### src/rtl/message_packet_arbiter.sv
// message_packet_arbiter: round-robin arbiter that forwards whole packets
// (header word plus L body words) from N_STREAMS show-ahead FIFOs onto a
// single registered message stream with downstream backpressure.
// Header words carry bit WIDTH-1 set and the body length in the next
// LOG_MAX_PACKET_LENGTH bits. A non-header word seen in IDLE is dropped and
// raises the sticky error flag.
// Optional: define MESSAGE_PACKET_ARBITER_TIMEOUT_EN to abandon a packet whose
// locked stream stays empty for TIMEOUT_CYCLES ready cycles.
module message_packet_arbiter #(
    parameter int N_STREAMS             = 4,
    parameter int LOG_N_STREAMS         = 2,
    parameter int WIDTH                 = 32,
    parameter int LOG_MAX_PACKET_LENGTH = 10,
    parameter int TIMEOUT_CYCLES        = 256,
    parameter int LOG_TIMEOUT_CYCLES    = 8
) (
    input  logic                         clk,
    input  logic                         rst,
    input  logic [WIDTH*N_STREAMS-1:0]   in_data,
    input  logic [N_STREAMS-1:0]         in_valid,
    output logic [N_STREAMS-1:0]         in_read,
    input  logic                         out_ready,
    output logic [WIDTH-1:0]             out_data,
    output logic                         out_nd,
    output logic [LOG_N_STREAMS-1:0]     out_stream,
    output logic                         error
);

    localparam int unsigned NS = N_STREAMS;

    // Elaboration-time sanity checks on the configuration.
    if (N_STREAMS < 2) begin : g_bad_streams
        $error("message_packet_arbiter: N_STREAMS must be at least 2");
    end
    if (TIMEOUT_CYCLES < 1 || TIMEOUT_CYCLES > (1 << LOG_TIMEOUT_CYCLES)) begin : g_bad_timeout
        $error("message_packet_arbiter: TIMEOUT_CYCLES does not fit LOG_TIMEOUT_CYCLES");
    end

    typedef enum logic {
        S_IDLE   = 1'b0,
        S_PACKET = 1'b1
    } state_t;

    state_t                           r_state;
    state_t                           w_state_nxt;
    logic [LOG_N_STREAMS-1:0]         r_ptr;
    logic [LOG_N_STREAMS-1:0]         w_ptr_nxt;
    logic [LOG_N_STREAMS-1:0]         r_locked;
    logic [LOG_N_STREAMS-1:0]         w_locked_nxt;
    logic [LOG_MAX_PACKET_LENGTH-1:0] r_remaining;
    logic [LOG_MAX_PACKET_LENGTH-1:0] w_remaining_nxt;
    logic [WIDTH-1:0]                 r_out_data;
    logic                             r_out_nd;
    logic [LOG_N_STREAMS-1:0]         r_out_stream;
    logic                             r_error;

    logic                             w_gnt_any;
    logic [LOG_N_STREAMS-1:0]         w_gnt_idx;
    logic                             w_pop;
    logic [WIDTH-1:0]                 w_word;
    logic                             w_is_hdr;
    logic [LOG_MAX_PACKET_LENGTH-1:0] w_len;
    logic                             w_emit;
    logic                             w_err_set;
    logic                             w_timeout;

    function automatic logic [LOG_N_STREAMS-1:0] wrap_inc(input logic [LOG_N_STREAMS-1:0] s);
        if (int'(s) >= N_STREAMS - 1) begin
            return '0;
        end
        return s + LOG_N_STREAMS'(1);
    endfunction

    // Grant selection: locked stream in PACKET, else first valid from ptr onward.
    always_comb begin
        int unsigned               cand;
        logic [LOG_N_STREAMS-1:0]  cidx;
        w_gnt_any = 1'b0;
        w_gnt_idx = r_ptr;
        cand      = 0;
        cidx      = '0;
        if (r_state == S_PACKET) begin
            w_gnt_idx = r_locked;
            w_gnt_any = in_valid[r_locked];
        end else begin
            for (int unsigned k = 0; k < NS; k++) begin
                cand = int'(r_ptr) + k;
                if (cand >= NS) begin
                    cand = cand - NS;
                end
                cidx = LOG_N_STREAMS'(cand);
                if (!w_gnt_any && in_valid[cidx]) begin
                    w_gnt_any = 1'b1;
                    w_gnt_idx = cidx;
                end
            end
        end
    end

    assign w_pop    = w_gnt_any & out_ready & ~rst;
    assign w_is_hdr = w_word[WIDTH-1];
    assign w_len    = w_word[WIDTH-2 -: LOG_MAX_PACKET_LENGTH];

    // Head-word mux and one-hot pop strobe for the granted stream.
    always_comb begin
        w_word  = '0;
        in_read = '0;
        for (int unsigned s = 0; s < NS; s++) begin
            if (w_gnt_idx == LOG_N_STREAMS'(s)) begin
                w_word     = in_data[WIDTH*s +: WIDTH];
                in_read[s] = w_pop;
            end
        end
    end

`ifdef MESSAGE_PACKET_ARBITER_TIMEOUT_EN
    logic [LOG_TIMEOUT_CYCLES-1:0] r_wd;

    assign w_timeout = (r_state == S_PACKET) && !in_valid[r_locked] && out_ready &&
                       (r_wd == LOG_TIMEOUT_CYCLES'(TIMEOUT_CYCLES - 1));

    // Watchdog: counts ready cycles the locked stream sits empty; idle in IDLE.
    always_ff @(posedge clk) begin
        if (rst || w_pop || r_state != S_PACKET || w_timeout) begin
            r_wd <= '0;
        end else if (!in_valid[r_locked] && out_ready) begin
            r_wd <= r_wd + LOG_TIMEOUT_CYCLES'(1);
        end
    end
`else
    assign w_timeout = 1'b0;
`endif

    // Next-state logic for packet framing and round-robin pointer.
    always_comb begin
        w_state_nxt     = r_state;
        w_ptr_nxt       = r_ptr;
        w_locked_nxt    = r_locked;
        w_remaining_nxt = r_remaining;
        w_emit          = 1'b0;
        w_err_set       = 1'b0;
        case (r_state)
            S_IDLE: begin
                if (w_pop) begin
                    if (w_is_hdr) begin
                        w_emit = 1'b1;
                        if (w_len != '0) begin
                            w_state_nxt     = S_PACKET;
                            w_locked_nxt    = w_gnt_idx;
                            w_remaining_nxt = w_len;
                        end else begin
                            w_ptr_nxt = wrap_inc(w_gnt_idx);
                        end
                    end else begin
                        w_err_set = 1'b1;
                    end
                end
            end
            S_PACKET: begin
                if (w_pop) begin
                    w_emit          = 1'b1;
                    w_remaining_nxt = r_remaining - LOG_MAX_PACKET_LENGTH'(1);
                    if (r_remaining == LOG_MAX_PACKET_LENGTH'(1)) begin
                        w_state_nxt = S_IDLE;
                        w_ptr_nxt   = wrap_inc(r_locked);
                    end
                end else if (w_timeout) begin
                    w_state_nxt     = S_IDLE;
                    w_ptr_nxt       = wrap_inc(r_locked);
                    w_remaining_nxt = '0;
                    w_err_set       = 1'b1;
                end
            end
            default: begin
                w_state_nxt = S_IDLE;
            end
        endcase
    end

    // State and output registers; reset abandons any packet in flight.
    always_ff @(posedge clk) begin
        if (rst) begin
            r_state      <= S_IDLE;
            r_ptr        <= '0;
            r_locked     <= '0;
            r_remaining  <= '0;
            r_out_data   <= '0;
            r_out_nd     <= 1'b0;
            r_out_stream <= '0;
            r_error      <= 1'b0;
        end else begin
            r_state     <= w_state_nxt;
            r_ptr       <= w_ptr_nxt;
            r_locked    <= w_locked_nxt;
            r_remaining <= w_remaining_nxt;
            r_out_nd    <= w_emit;
            if (w_emit) begin
                r_out_data   <= w_word;
                r_out_stream <= w_gnt_idx;
            end
            if (w_err_set) begin
                r_error <= 1'b1;
            end
        end
    end

    assign out_data   = r_out_data;
    assign out_nd     = r_out_nd;
    assign out_stream = r_out_stream;
    assign error      = r_error;

endmodule

### config.mk
export PLATFORM = sky130hd
export DESIGN_NAME = message_packet_arbiter
export DESIGN_NICKNAME = d
export VERILOG_FILES = /design/src/rtl/message_packet_arbiter.sv
export SDC_FILE = /design/constraint.sdc
export NUM_CORES = 1
export LEC_CHECK = 0
export BUFFER_PORTS_ARGS = -buffer_cell sky130_fd_sc_hd__buf_2
export CAP_MARGIN = 10
export CORE_ASPECT_RATIO = 2
export CORE_UTILIZATION = 46
export DETAILED_ROUTE_END_ITERATION = 7
export GPL_TIMING_DRIVEN = 0
export PLACE_DENSITY = 0.81
export REMOVE_ABC_BUFFERS = 1
export SYNTH_ARGS = -nofsm -noshare
export SYNTH_HDL_FRONTEND = slang
export SYNTH_SLANG_ARGS = --single-unit
### constraint.sdc
create_clock -name clk -period 5.48 [get_ports clk]
set_input_delay 0.548 -clock clk [delete_from_list [all_inputs] [get_ports clk]]
set_output_delay 0.548 -clock clk [all_outputs]
set_load 0.02 [all_outputs]
==> metrics.md <==
| Metric | Value |
|---|---|
| Hold Buf Count CTS | `0` |
| Metal2 WL | `approximately 6000 um` |
| Synth area leaders | `dfxtp_1 (30%), nor2_1 (8.4%), o21ai_0 (5.3%), a22oi_1 (5.3%), a21oi_1 (4.9%)` |
| Slew @ Worst Pin | `slightly above 0.9 ns` |
| Final worst-path cycle share | `0.891` |
| R2R setup slack | `between 0.6 and 0.7 ns` |
| Pin count of the biggest net entering global routing | `50` |
| Post-synth EDFFs | `0` |
| Sequential area share after synthesis | `0.303` |
| Max FO, Critical Path | `between 40 and 50` |
| Hpwl dp | `just under 8000 um` |
| Top layer in use | `met4` |
| Initial antenna violation count | `0` |
| # clock sinks | `between 50 and 60` |
| Final ANT Viol Nets | `0` |
| GP Congestion | `~0.89` |
| Post-CTS setup buffer count | `0` |
| CTS max path bufs | `2` |
| Complex-gate fraction of the synthesized area | `0.340` |
| Clock skew | `roughly 0.0063 ns` |
| Result of the run | `completed` |
| Most used cell, CP | `o21ai_0` |
| Synth top area share | `0.303` |
| Port bufs | `around 170` |
| FF+latch count, synth | `51` |
| Critical path cell sequence | `buf_2 > nor2b_1 > o21ai_0 > o211ai_1 > o21ai_0 > inv_1 > ha_2 > or2_1 > a221oi_1 > o21a_1 > nor3_4 > buf_16 > o31a_2 > o21ai_1 > a32o_1` |
| CP Capture Type | `flop` |
| Worst skew pair latency | `~0.29 ns` |
| Achievable frequency | `between 0.2 and 0.25 GHz` |
| Final Critical Period | `between 4 and 5 ns` |
| Routed length on met3 | `between 600 and 700 um` |
| H-tree depth | `2` |
| # IOs | `175` |
| Max-slew violation count | `0` |
| R2r endpoint | `r_remaining[2]$_SDFFE_PP0P_` |
| Synth Area in Adders | `0.0260` |
| Routed Wire Length | `11200 um` |
| Multiplexer share of the synthesized area | `0.0617` |
| TritonCTS clock tree | `built` |
| Hold EP | `error$_SDFFE_PP0P_` |
| Core Area | `between 0.006 and 0.007 sq mm` |
| Total gr overflow | `0` |
| Reg-to-reg critical path startpoint | `r_ptr[0]$_SDFFE_PP0P_` |
| Max stage delay cell, worst path | `ha_2` |
| Distinct cells, synth | `just under 60` |
| Vias per cell | `a little under 6` |
| Number of global-route vias before repair | `roughly 3700` |
| Largest family of logic cells by synthesized area | `compound AO/OA/AOI/OAI gates` |
| Row Count | `between 40 and 50` |
| WP data arrival | `approximately 5 ns` |
| Min-Delay Path Depth | `2` |
| Post-Synthesis Cells | `448` |
| Tot Pwr | `about 1.3 mW` |
| Yosys warnings | `0` |
| Clock transition at the registers of the reported paths | `0.07 ns` |
| Worst R2R Path Depth | `14` |
| RSZ-0062 raised after global routing | `no` |
| Die H | `around 120 um` |
| Relative slew slack | `0.389` |
| Fin. Hold Viols | `0` |
| Power per Cell Area | `286 mW/mm^2` |
| Xor/xnor cell area share of the yosys netlist | `0.00520` |
| Max_cap viols | `0` |
| Area Overhead vs Synth | `31.9%` |
| HP Class | `flop to flop` |
| CP max stage delay | `approximately 0.8 ns` |
| First-pass GRT wire length | `16900 um` |
| Vias | `around 4000` |
| Post-Syn Area | `about 0.0034 sq mm` |
| Critical path data required time | `between 5 and 6 ns` |
| Number of buffers created by CTS | `5` |
| Die width | `62.5 um` |
| Most used DFF post-synth | `dfxtp_1` |
| Leakage | `1.93 nW` |
| TritonRoute pass-1 iters | `4` |
| Ys async rst share | `0` |
| Setup crit start | `in_valid[2]` |
| DIE AREA | `~0.0077 sq mm` |
| Cell taking the most area after synthesis | `dfxtp_1` |
| Maximum ir drop on the vdd rail | `between 200 and 300 uV` |
| Simple logic cell fraction of the synthesized area | `0.204` |
| Hold WS | `~0.47 ns` |
| GRT Util Overall | `0.278` |
| WL/cell | `approximately 16 um` |
| Final net count | `roughly 740` |
| Ant diodes | `0` |
| Remaining DRCs | `0` |
| Placed cells | `approximately 680` |
| Drt first-iter violations | `246` |
| Type of the worst setup path | `input port to flop` |
| CTS root buf | `clkbuf_16` |
| Fin cells | `between 600 and 700` |
| Avg Inst Size Synth | `7.52 sq um` |
| Layout cell share with drive strength beyond 1 | `0.349` |
| Wl on met1 | `about 4100 um` |
| Final setup violation count | `0` |
| Worst setup SP type | `input port` |
| Initial Utilization | `0.482` |
| Hold path startpoint | `error$_SDFFE_PP0P_` |
-- power by group --
part	switching, mW	leakage [nW]	internal, mW	total [mW]
sequential	0.0284	0.416	0.406	0.435
combinational	0.299	1.44	0.192	0.491
clock	0.131	0.0769	0.213	0.344
-- kinds of logic after synthesis --
logic type	after synthesis
DFF	51
adders and majority gates	7
and+or+nand+nor	153
muxes	19
buffers and inverters	48
xor gates and xnor gates	2
AOI/OAI and AO/OA	168
-- state kept, by name, indices dropped and copies added, names as in the netlist --
signal,count
r_ptr,2
r_remaining,10
out_nd,1
r_state,1
r_locked,2
error,1
out_stream,2
out_data,32
-- synth_stat cells, types with 2 or more instances --
master	n
nor2_1	75
dfxtp_1	51
nand2_1	39
o21ai_0	36
a21oi_1	33
clkbuf_1	27
a22oi_1	24
o211ai_1	22
mux2i_1	14
o22ai_1	12
inv_1	9
ha_1	7
nand2b_1	7
buf_2	6
a221oi_1	5
nand3_1	5
nor2b_1	5
o21ai_1	5
and2_1	4
mux2_2	4
nor3_1	4
a211oi_2	3
a311oi_1	3
a32o_1	3
o32ai_1	3
a211oi_1	2
a221oi_2	2
buf_4	2
nand4_1	2
nor4_1	2
o31a_1	2
or2_1	2
or4_4	2
xnor2_1	2
-- cells in the final DEF (no fill, tap or decap), types with 2 or more instances in the layout --
master	n
dfxtp_1	50
nand2b_1	6
mux2i_1	14
xnor2_1	2
ha_2	2
buf_2	174
nor3_1	4
nand4_1	2
o22ai_1	12
a22oi_1	24
a221oi_1	5
or4_4	2
o211ai_1	22
nor4_1	2
o21ai_0	36
nor2b_1	5
o21ai_1	5
inv_1	9
nor2_1	75
a32o_1	3
or2_1	2
nand2_1	39
a311oi_1	3
mux2_2	4
ha_1	4
o32ai_1	3
a21oi_1	33
a221oi_2	2
a211oi_2	3
and2_1	4
nand3_1	5
clkbuf_16	5
a211oi_1	2
-- layout make-up --
type / instances / area, sq um
tap: 90 / 113
clock inverter: 1 / 30.0
timing repair buffer: 176 / 913
inverter: 11 / 41.3
fill: 636 / 2550
clock buffer: 6 / 129
multi-input combinational: 351 / 2200
sequential: 51 / 1020
-- worst max path at each step --
| stage | end | slack (ns) | cells after the start |
|---|---|---|---|
| floorplan | r_remaining[2]$_SDFFE_PP0P_ | -0.52 | 12 |
| global placement | r_remaining[2]$_SDFFE_PP0P_ | -2.69 | 9 |
| detailed placement | r_remaining[2]$_SDFFE_PP0P_ | -0.95 | 14 |
| CTS | r_remaining[2]$_SDFFE_PP0P_ | 0.06 | 13 |
| global route | r_remaining[2]$_SDFFE_PP0P_ | 0.25 | 14 |
| finish | r_remaining[2]$_SDFFE_PP0P_ | 0.59 | 15 |
-- worst max-delay path, delay by kind of cell --
family,cells,cell delay (ns)
buf+inv,3,0.56
fa+ha+maj,1,0.80
simple gates,3,1.19
compound gates,8,1.95
-- metal layers --
layer	track usage	up-vias
li1	-	1937
met1	0.282	1850
met2	0.532	189
met3	0.0443	31
met4	0.154	0
met5	0	-
-- metrics by stage --
step	area (sq um)	utilization	setup WS [ns]	TNS, ns
6_report	4440	0.635	0.595	0
5_1_grt	4440	0.635	0.248	0
4_1_cts	4420	0.632	0.0564	0
3_5_place_dp	4240	0.607	-0.955	-13.47
3_3_place_gp	4190	0.599	-2.69	-93.44
2_1_floorplan	3210	-	-0.523	-4.21
-- timing repair --
| action | 4_1_cts | 5_1_grt |
|---|---|---|
| endpoints found under the setup margin | 42 | 10 |
| gates cloned | 1 | 1 |
| resized for setup | 3 | 3 |
| pin swaps | 0 | 1 |
(Power assumes the default switching activity.)
